$ cat config.mk
export PLATFORM = sky130hd
export DESIGN_NAME = br_commit_unit
export DESIGN_NICKNAME = d
export VERILOG_FILES = /design/src/rtl/br_commit_unit_pkg.sv /design/src/rtl/br_commit_unit_commit_sel.sv /design/src/rtl/br_commit_unit.sv
export SDC_FILE = /design/constraint.sdc
export NUM_CORES = 1
export LEC_CHECK = 0
export ABC_AREA = 1
export CAP_MARGIN = 20
export CORE_UTILIZATION = 45
export DETAILED_ROUTE_END_ITERATION = 6
export HOLD_SLACK_MARGIN = 0.15
export PLACE_DENSITY_LB_ADDON = 0.08
export SETUP_SLACK_MARGIN = 0.4
export SYNTH_ARGS = -nofsm -noshare
export SYNTH_HDL_FRONTEND = slang
export SYNTH_SLANG_ARGS = --single-unit
export TNS_END_PERCENT = 5
$ cat constraint.sdc
create_clock -name clk -period 4.76 [get_ports clk]
set_input_delay 0.476 -clock clk [delete_from_list [all_inputs] [get_ports clk]]
set_output_delay 0.476 -clock clk [all_outputs]
set_load 0.01 [all_outputs]
$ cat src/rtl/br_commit_unit_pkg.sv
// Shared branch-tracking types and default sizing for the branch commit unit.
package br_commit_unit_pkg;

    localparam int SIM_BR_FETCH   = 2;
    localparam int SIM_BR_COMMIT  = 2;
    localparam int PRED_MAX_DEPTH = 8;
    localparam int BR_TAG_WIDTH   = $clog2(PRED_MAX_DEPTH);

    // One in-flight branch: allocated at fetch, resolved by execute.
    typedef struct packed {
        logic valid;
        logic resolved;
        logic pred;
        logic taken;
    } br_entry_t;

    function automatic logic entry_miss(input br_entry_t e);
        return e.pred ^ e.taken;
    endfunction

endpackage

$ cat src/rtl/br_commit_unit_commit_sel.sv
// Head-window scan: picks the contiguous group of resolved entries that may
// retire this cycle, stopping after the first misprediction.
module br_commit_sel
    import br_commit_unit_pkg::*;
#(
    parameter int SIMBRCOM = SIM_BR_COMMIT,
    parameter int CNTW     = $clog2(SIMBRCOM + 1)
) (
    input  logic                     enable,
    input  br_entry_t [SIMBRCOM-1:0] window,
    output logic [SIMBRCOM-1:0]      commit,
    output logic [SIMBRCOM-1:0]      taken,
    output logic [SIMBRCOM-1:0]      miss,
    output logic                     group_miss,
    output logic [CNTW-1:0]          commit_cnt
);

    // Walk from the head; the first unready or mispredicted entry ends the group.
    always_comb begin
        logic run;
        commit     = '0;
        taken      = '0;
        miss       = '0;
        group_miss = 1'b0;
        commit_cnt = '0;
        run        = enable;
        for (int k = 0; k < SIMBRCOM; k++) begin
            if (run && window[k].valid && window[k].resolved) begin
                commit[k]  = 1'b1;
                taken[k]   = window[k].taken;
                miss[k]    = entry_miss(window[k]);
                commit_cnt = commit_cnt + CNTW'(1);
                if (miss[k]) begin
                    group_miss = 1'b1;
                    run        = 1'b0;
                end
            end else begin
                run = 1'b0;
            end
        end
    end

endmodule

$ cat src/rtl/br_commit_unit.sv
// In-order branch tracking buffer feeding predictor training: allocates at
// fetch, resolves out of order by tag, retires in program order.
module br_commit_unit
    import br_commit_unit_pkg::*;
#(
    parameter int SIMBRF   = SIM_BR_FETCH,
    parameter int SIMBRCOM = SIM_BR_COMMIT,
    parameter int DEPTH    = PRED_MAX_DEPTH,
    parameter int TAGW     = $clog2(DEPTH)
) (
    input  logic                     clk,
    input  logic                     reset_,
    input  logic                     flush_,
    input  logic [SIMBRF-1:0]        br_,
    input  logic [SIMBRF-1:0]        pred_taken,
    output logic [SIMBRF*TAGW-1:0]   alloc_tag,
    output logic                     busy,
    input  logic                     exe_res_,
    input  logic [TAGW-1:0]          exe_tag,
    input  logic                     exe_taken_,
    output logic [SIMBRCOM-1:0]      br_commit_,
    output logic [SIMBRCOM-1:0]      br_taken_,
    output logic [SIMBRCOM-1:0]      br_pred_miss_,
    output logic                     flush_req_
);

    localparam int CNTW = $clog2(SIMBRCOM + 1);
    localparam int AW   = $clog2(SIMBRF + 1);
    localparam logic [TAGW:0] DEPTH_C = (TAGW+1)'(DEPTH);
    localparam logic [TAGW:0] FETCH_C = (TAGW+1)'(SIMBRF);

    br_entry_t [DEPTH-1:0]    entries;
    logic [TAGW-1:0]          head;
    logic [TAGW-1:0]          tail;
    logic [TAGW:0]            count;
    logic                     halt;
    logic [SIMBRF-1:0]        alloc_act;
    logic [AW-1:0]            alloc_cnt;
    br_entry_t [SIMBRCOM-1:0] window;
    logic [SIMBRCOM-1:0]      commit;
    logic [SIMBRCOM-1:0]      taken;
    logic [SIMBRCOM-1:0]      miss;
    logic                     group_miss;
    logic [CNTW-1:0]          commit_cnt;

    // busy looks only at the registered count; commits this cycle earn no credit.
    assign busy = (DEPTH_C - count) < FETCH_C;

    // Active slots take consecutive tags from tail; a busy buffer accepts nothing.
    always_comb begin
        logic [TAGW-1:0] offset;
        offset    = '0;
        alloc_tag = '0;
        alloc_act = busy ? '0 : ~br_;
        alloc_cnt = '0;
        for (int i = 0; i < SIMBRF; i++) begin
            alloc_tag[i*TAGW +: TAGW] = tail + offset;
            if (!br_[i]) begin
                offset = offset + TAGW'(1);
            end
            if (alloc_act[i]) begin
                alloc_cnt = alloc_cnt + AW'(1);
            end
        end
    end

    // Present the oldest SIMBRCOM entries, wrapping around the ring.
    always_comb begin
        window = '0;
        for (int k = 0; k < SIMBRCOM; k++) begin
            window[k] = entries[head + TAGW'(k)];
        end
    end

    br_commit_sel #(
        .SIMBRCOM (SIMBRCOM),
        .CNTW     (CNTW)
    ) u_commit_sel (
        .enable     (!halt),
        .window     (window),
        .commit     (commit),
        .taken      (taken),
        .miss       (miss),
        .group_miss (group_miss),
        .commit_cnt (commit_cnt)
    );

    // Entry storage: retire at head, resolve by tag, allocate at tail; flush wipes all.
    always_ff @(posedge clk or negedge reset_) begin
        if (!reset_) begin
            entries <= '0;
        end else if (!flush_) begin
            entries <= '0;
        end else begin
            for (int k = 0; k < SIMBRCOM; k++) begin
                if (commit[k]) begin
                    entries[head + TAGW'(k)].valid <= 1'b0;
                end
            end
            if (!exe_res_ && entries[exe_tag].valid && !entries[exe_tag].resolved) begin
                entries[exe_tag].resolved <= 1'b1;
                entries[exe_tag].taken    <= ~exe_taken_;
            end
            for (int i = 0; i < SIMBRF; i++) begin
                if (alloc_act[i]) begin
                    entries[alloc_tag[i*TAGW +: TAGW]] <= '{valid: 1'b1, resolved: 1'b0,
                                                           pred: pred_taken[i], taken: 1'b0};
                end
            end
        end
    end

    // Ring pointers, occupancy, post-mispredict hold and registered commit outputs.
    always_ff @(posedge clk or negedge reset_) begin
        if (!reset_) begin
            head          <= '0;
            tail          <= '0;
            count         <= '0;
            halt          <= 1'b0;
            br_commit_    <= '1;
            br_taken_     <= '1;
            br_pred_miss_ <= '1;
            flush_req_    <= 1'b1;
        end else if (!flush_) begin
            head          <= '0;
            tail          <= '0;
            count         <= '0;
            halt          <= 1'b0;
            br_commit_    <= '1;
            br_taken_     <= '1;
            br_pred_miss_ <= '1;
            flush_req_    <= 1'b1;
        end else begin
            head          <= head + TAGW'(commit_cnt);
            tail          <= tail + TAGW'(alloc_cnt);
            count         <= count + (TAGW+1)'(alloc_cnt) - (TAGW+1)'(commit_cnt);
            halt          <= halt | group_miss;
            br_commit_    <= ~commit;
            br_taken_     <= ~taken;
            br_pred_miss_ <= ~miss;
            flush_req_    <= ~group_miss;
        end
    end

endmodule

==> results of run 1 <==
per-stage QoR:
step | hold slack [ns] | total power (W) | worst slack [ns]
3_5_place_dp | 0.480 | 0.00119 | 1.23
6_report | 0.266 | 0.00145 | 1.18
2_1_floorplan | 0.180 | 0.000994 | 1.66
3_3_place_gp | 0.479 | 0.00119 | 1.34
5_1_grt | 0.334 | 0.00158 | 0.897
4_1_cts | 0.300 | 0.00146 | 1.20
final cells by class:
type,count,area (sq um),share of cell area (%)
clock buffers,6,72.6,1.75
clock inverters,2,17.5,0.423
inverters,83,322,7.76
multi-input cells,425,2070,50.0
flip-flops and latches,50,1260,30.4
well taps,105,131,3.17
repair buffers,28,268,6.46
per-layer routing:
metal | share of wire, % | wire [microns] | GRT usage, % | vias up
met5 | 0 | 0 | 0 | -
met4 | 1.3 | 131 | 5.90 | 0
met3 | 5.3 | 518 | 2.85 | 14
met2 | 44 | 4380 | 38.2 | 104
met1 | 49 | 4830 | 35.4 | 1588
li1 | - | - | - | 1819
worst max-delay path: stages (launching register included):
cell and delay (ns):
sky130_fd_sc_hd__dfrtp_1 0.61, sky130_fd_sc_hd__ha_1 0.27, sky130_fd_sc_hd__inv_1 0.06, sky130_fd_sc_hd__nand2_1 0.06
sky130_fd_sc_hd__nand2_1 0.12, sky130_fd_sc_hd__nor2_1 0.25, sky130_fd_sc_hd__nand2_1 0.08, sky130_fd_sc_hd__nand2_1 0.08
sky130_fd_sc_hd__nor2_2 0.04, sky130_fd_sc_hd__nand2_2 0.10, sky130_fd_sc_hd__nor2_8 0.07, sky130_fd_sc_hd__nand2_4 0.08
sky130_fd_sc_hd__inv_1 0.04, sky130_fd_sc_hd__ha_1 0.20, sky130_fd_sc_hd__fa_1 0.51, sky130_fd_sc_hd__inv_1 0.07
sky130_fd_sc_hd__ha_1 0.28, sky130_fd_sc_hd__a21o_1 0.15, sky130_fd_sc_hd__a21oi_1 0.14, sky130_fd_sc_hd__xor2_1 0.15
sky130_fd_sc_hd__nor2_1 0.06
sequential cells by signal, summed over array words and instances (netlist names):
signal and flops:
count 4, br_taken_ 2, head 3, flush_req_ 1, br_pred_miss_ 2, entries 32
br_commit_ 2, tail 3, halt 1
Yosys cell counts (all sizes together):
library cell / number
nand4: 5
or2: 1
a21o: 1
nor2: 85
o21a: 6
o21ai: 29
o22ai: 4
a21boi: 5
nor3: 2
buf: 15
clkbuf: 4
dfrtp: 43
o211ai: 1
nand3: 42
ha: 12
nand2: 202
clkinv: 1
dfstp: 7
a21oi: 19
xor2: 3
fa: 4
inv: 82
xnor2: 4
worst max path at each step:
stage,startpoint,end,depth (start not counted)
final,head[1],count[3],20
after global routing,head[1],count[3],20
after CTS,head[1],count[3],20
after detailed placement,head[1],count[3],20
after global placement,head[1],count[3],20
after floorplan,head[0],count[3],18
power by group through the flow:
stage	combinational [W]	sequential, W	clock, W
final	0.000647	0.000539	0.000264
after global placement	0.000641	0.000545	0
after floorplan	0.000468	0.000526	0
after CTS	0.000652	0.000538	0.000271
after global routing	0.000750	0.000545	0.000289
after detailed placement	0.000648	0.000546	0
logic make-up (layout without fill, tap and decap cells):
| group | after synthesis | count (layout) | share of synthesized area (%) |
|---|---|---|---|
| XOR/XNOR | 7 | 7 | 2.12 |
| adder cells (fa/ha/maj) | 16 | 16 | 6.09 |
| AND/OR/NAND/NOR | 337 | 337 | 37.1 |
| flip-flops | 50 | 50 | 33.3 |
| buffers and inverters | 102 | 119 | 11.8 |
| AO/OA/AOI/OAI | 65 | 65 | 9.60 |
cell usage in the layout (no fill, tap or decap), drive strengths merged, types with 5 or more instances in the layout:
master         count
a21oi             19
nand2            202
nand4              5
dfstp              7
nor2              85
dfrtp             43
ha                12
a21boi             5
nand3             42
o21a               6
clkbuf             6
o21ai             29
inv               83
clkdlybuf4s50     24
==> flow_metrics.tcl, run 1 <==
set metrics [dict create \
    critical_path_arrival_ns 3.75 \
    drt-initial-drc-count 254 \
    reg2regPathDepth 20 \
    synth.cell_area_sq_mm 0.00378 \
    first_global_vias 3244 \
    reg2reg_to "count[3]" \
    cts.htree.levels 2 \
    detailed_place_hpwl_microns 7560 \
    post-route-util_pct 50.7 \
    drive_gt1_share_pct 6.23 \
    p_sw_share_pct 41.9 \
    final_area_sq_mm 0.00415 \
    outcome "finished, final reports clean" \
    floorplan.die.width_microns 93.6 \
    synthDistinctLibCells 37 \
    synth_area_leaders "sky130_fd_sc_hd__dfrtp_1, sky130_fd_sc_hd__nand2_1, sky130_fd_sc_hd__nor2_1" \
    placementRows 33 \
    flow.area_growth_from_synthesis_pct 9.70 \
    clk_root_buffer_cell "sky130_fd_sc_hd__clkbuf_8" \
    grt_overflow_total 0 \
    layoutNonFillerInstCount 699 \
    post-route-min-period_ns 3.58 \
    ys_seq_elements 50 \
    cp-start-kind "flop" \
    worst_setup_hold_path_clk_slew_ns 0.10 \
    via_cell_ratio 5.04 \
    dieHeight_microns 93.6 \
    timing.final.max_slew_violations 0 \
    grt_first_pass_wirelength_microns 16200 \
    hp-class "input port to async pin" \
    track_usage_pct 24.3 \
    die_outline_area_sq_mm 0.00877 \
    nNetsFinal 621 \
    number_of_port_buffers 25 \
    critical_path.max_fanout 13 \
    detail-route-antenna-nets 0 \
    coreArea_sq_mm 0.00818 \
    cts_setup_buffers 0 \
    tritoncts_num_sinks 50 \
    power.share.sequential_pct 37.1 \
    synth_top_area_share_pct 28.5 \
    power_density_mw_per_mm2 350 \
    period_utilization_post_route_pct 75.2 \
    route.detailed.drc 0 \
    worst_ep_required_time_ns 4.93 \
    rsz0062_at_grt "false" \
    gp_congestion 0.932 \
    timing.setup.critical_path_class "flop to flop" \
    timing.reg2reg.setup_slack_ns 1.18 \
    synth_area_per_cell_sq_um 6.55 \
    combinationalPowerShare_pct 44.6 \
    finalSetupTns_ns 0 \
    cts_hold_buf 0 \
    final-hold-violation-count 0 \
    drt_pass1_iterations 5 \
    initial_core_util_pct 46.2 \
    setup.worst_path.end_class "flop" \
    grt_start_max_net_pins 51 \
    cts_inserted_buffers 5 \
    antenna_cells_inserted 0 \
    r2r_start "head[1]" \
    syn_nets 605 \
    final.fill_count 849 \
    final.setup_skew_ns 0.00500 \
    post_cts_resized 0 \
    wl_per_cell_microns 14.1 \
    placedCellCount 691 \
    boundaryPins 26 \
    netlist_instances 577 \
    timing.slew.headroom_pct 47.3 \
    cell_internal_pwr_w 0.000842 \
    tritoncts "built" \
    power_frac_clock_pct 18.2 \
    total_via_count_in_the_routed_design 3525 \
    total_switching_power_w 0.000608 \
    power_leakage_nw 2.14 \
    setup-violations-final 0 \
    clockBufferDepth 2 \
    synth.largest_area_cell "sky130_fd_sc_hd__dfrtp_1" \
    post_route_wl_microns 9870 \
    max_slew.worst_pin.slew_ns 0.790 \
    ys.warnings.count 0 \
    dpl-instance-area_sq_mm 0.00406 \
    worstSkewPairLatency_ns 0.31 \
    cap_viol_max_count 0 \
    fmaxAchievable_mhz 279 \
    synth.yosys.seq_area_share_pct 33.3 \
    vdd_drop_max_mv 0.203 \
    grt_antenna_before_repair 0 \
]
(Power assumes the default switching activity.)
==> run 2: changes to the inputs <==
clock period = 2.91 ns   (was 4.76 ns; I/O delays follow)
==> run 2 against run 1 <==
Effect of this change: largest power group unchanged; via count grew 8.9%; hold slack gained 0.22 ns; clock-buffer cell count is the same; the run now ends with DRC, setup timing left.
==> flow_metrics.tcl, run 2 (synthesis gave the netlist of run 1 again) <==
set metrics [dict create \
    outcome "complete, but fails checks" \
    violations "DRC, setup timing" \
    fmaxAchievable_mhz 326 \
    wl_per_cell_microns 14.3 \
    timing.slew.headroom_pct 68.3 \
    p_sw_share_pct 39.8 \
    power_frac_clock_pct 19.8 \
    boundaryPins 26 \
    reg2regPathDepth 18 \
    initial_core_util_pct 46.2 \
    biggestRegsByFlops "entries x32, count x4" \
    cpLargestDelayFamily "adder cells" \
    final.setup_skew_ns 0.0133 \
    detailed_place_hpwl_microns 8240 \
    timing.final.max_slew_violations 0 \
    post-route-util_pct 59.9 \
    cts.htree.levels 2 \
    power_leakage_nw 2.50 \
    largest_reg_flops 32 \
    placedCellCount 744 \
    power_density_mw_per_mm2 532 \
    vdd_drop_max_mv 0.402 \
    die_outline_area_sq_mm 0.00877 \
    post-route-min-period_ns 3.07 \
    detail-route-antenna-nets 0 \
    total_power_w 0.00260 \
    cts_inserted_buffers 5 \
    tritoncts_num_sinks 50 \
    slowest_stage_cell_on_the_critical_path "sky130_fd_sc_hd__fa_1" \
    grt_overflow_total 0 \
    critical_path_buf_inv_count 4 \
    total_via_count_in_the_routed_design 3839 \
    cap_viol_max_count 0 \
    final-hold-violation-count 0 \
    drt-initial-drc-count 223 \
    first_global_vias 3390 \
    hp-class "input port to async pin" \
    cp_slowest_stage_delay_ns 0.54 \
    nNetsFinal 685 \
    clk_root_buffer_cell "sky130_fd_sc_hd__clkbuf_8" \
    dieHeight_microns 93.6 \
    final_area_sq_mm 0.00489 \
    critical_path_arrival_ns 3.25 \
    gp_congestion 0.968 \
    drt_pass1_iterations 7 \
    worst_ep_required_time_ns 3.09 \
    period_utilization_post_route_pct 105 \
    critical_path.max_fanout 10 \
    rsz0062_at_grt "true" \
    flow.area_growth_from_synthesis_pct 29.5 \
    cell_internal_pwr_w 0.00157 \
    drive_gt1_share_pct 19.9 \
    setup-violations-final 3 \
    via_cell_ratio 5.03 \
    coreArea_sq_mm 0.00818 \
    regArea_sq_mm 0.00126 \
    setup_slack_ns -0.160 \
    layout_common_cells "sky130_fd_sc_hd__nand2_1, sky130_fd_sc_hd__nor2_1, sky130_fd_sc_hd__inv_1" \
    timing.setup.critical_path_class "flop to flop" \
    setup.worst_path.end_class "flop" \
    finalSetupTns_ns -0.313 \
    layout.cells.most_common "sky130_fd_sc_hd__nand2_1" \
    combinationalPowerShare_pct 46.2 \
    clockBufferDepth 2 \
    floorplan.die.width_microns 93.6 \
    worst_setup_hold_path_clk_slew_ns 0.11 \
    registers.top_by_ff_count "entries" \
    cp-start-kind "flop" \
    cp.depth 18 \
    total_switching_power_w 0.00104 \
    grt_antenna_before_repair 0 \
    power.share.sequential_pct 34.0 \
    tritoncts "built" \
    dpl-instance-area_sq_mm 0.00453 \
    worstSkewPairLatency_ns 0.31 \
    grt_start_max_net_pins 51 \
    antenna_cells_inserted 0 \
    grt_first_pass_wirelength_microns 17000 \
    max_slew.worst_pin.slew_ns 0.473 \
    placementRows 33 \
    final.fill_count 780 \
    number_of_port_buffers 25 \
    post_route_wl_microns 10900 \
    layoutNonFillerInstCount 763 \
    route.detailed.drc 2 \
    worstPathCellList "buf_4 > clkbuf_16 > o21ai_0 > nand3_1 > nand2_1 > nor2_1 > nand2_2 > nor2_8 > nand2_4 > inv_2 > ha_4 > fa_1 > inv_2 > ha_4 > a21o_1 > a21oi_2 > xor2_1 > nor2_1" \
    track_usage_pct 25.6 \
    multi_input_logic_area_sq_mm 0.00220 \
]
[run 2: changes by cell type in the layout (fill, tap and decap cells not counted), moves of 3 or more]
cell and delta:
sky130_fd_sc_hd__buf_12 +6, sky130_fd_sc_hd__nand2_2 +10, sky130_fd_sc_hd__buf_4 +51, sky130_fd_sc_hd__o21ai_2 +3, sky130_fd_sc_hd__inv_1 -3, sky130_fd_sc_hd__inv_2 +4, sky130_fd_sc_hd__ha_1 -4, sky130_fd_sc_hd__nor2_1 -4
sky130_fd_sc_hd__nand2_1 -12, sky130_fd_sc_hd__ha_4 +3
[run 2: area by class of cell]
| cell class | count | share of cell area (%) |
|---|---|---|
| multi-input cells | 425 | 44.9 |
| flip-flops and latches | 50 | 25.8 |
| repair buffers | 91 | 17.5 |
| inverters | 83 | 6.67 |
| well taps | 105 | 2.68 |
| clock buffers | 6 | 1.48 |
| clock inverters | 2 | 0.767 |
| repair inverters | 1 | 0.179 |
[run 2: power groups by stage]
stage / clock [W] / combinational (W) / sequential, W
after floorplan: 0 / 0.000782 / 0.000861
after global placement: 0 / 0.00113 / 0.000891
after detailed placement: 0 / 0.00115 / 0.000890
after CTS: 0.000526 / 0.00116 / 0.000880
after global routing: 0.000556 / 0.00137 / 0.000898
final: 0.000514 / 0.00120 / 0.000886
[run 2: per-stage QoR]
| step | setup slack, ns | hold WS (ns) |
|---|---|---|
| 2_1_floorplan | -0.0231 | -0.00459 |
| 6_report | -0.160 | 0.487 |
| 5_1_grt | -0.297 | 0.532 |
| 4_1_cts | -0.134 | 0.506 |
| 3_3_place_gp | -0.145 | 0.304 |
| 3_5_place_dp | -0.144 | 0.308 |
[run 2: worst paths after layout]
check | from | endpoint | slack (ns)
max | head[0] | count[3] | -0.16
min | reset_ | entries[18] | 0.49
max reg2reg | head[0] | count[3] | -0.16
min reg2reg | entries[6] | entries[6] | 0.51
max in group asynchronous | reset_ | br_taken_[1] | 2.13
min in group clk | entries[6] | entries[6] | 0.51
[run 2: tightest hold or removal path: stages]
cell and delay [ns]:
sky130_fd_sc_hd__dlygate4sd3_1 0.52, sky130_fd_sc_hd__buf_2 0.12, sky130_fd_sc_hd__buf_12 0.26
[run 2: what timing repair did]
| item | 4_1_cts | 5_1_grt |
|---|---|---|
| buffers inserted | 0 | 8 |
| hold endpoints to repair | 43 | 0 |
| hold buffers | 1 | 0 |
| endpoints found under the setup margin | 6 | 8 |
| pin swaps | 0 | 26 |
| resized for setup | 11 | 30 |
| cloned | 0 | 2 |
[run 2: routing by layer]
| metal | global-route usage (%) | up-vias | wire length (microns) |
|---|---|---|---|
| met5 | 0 | - | 0 |
| met3 | 3.25 | 15 | 614 |
| li1 | - | 1946 | - |
| met4 | 5.26 | 0 | 178 |
| met1 | 38.2 | 1761 | 5320 |
| met2 | 39.5 | 117 | 4800 |
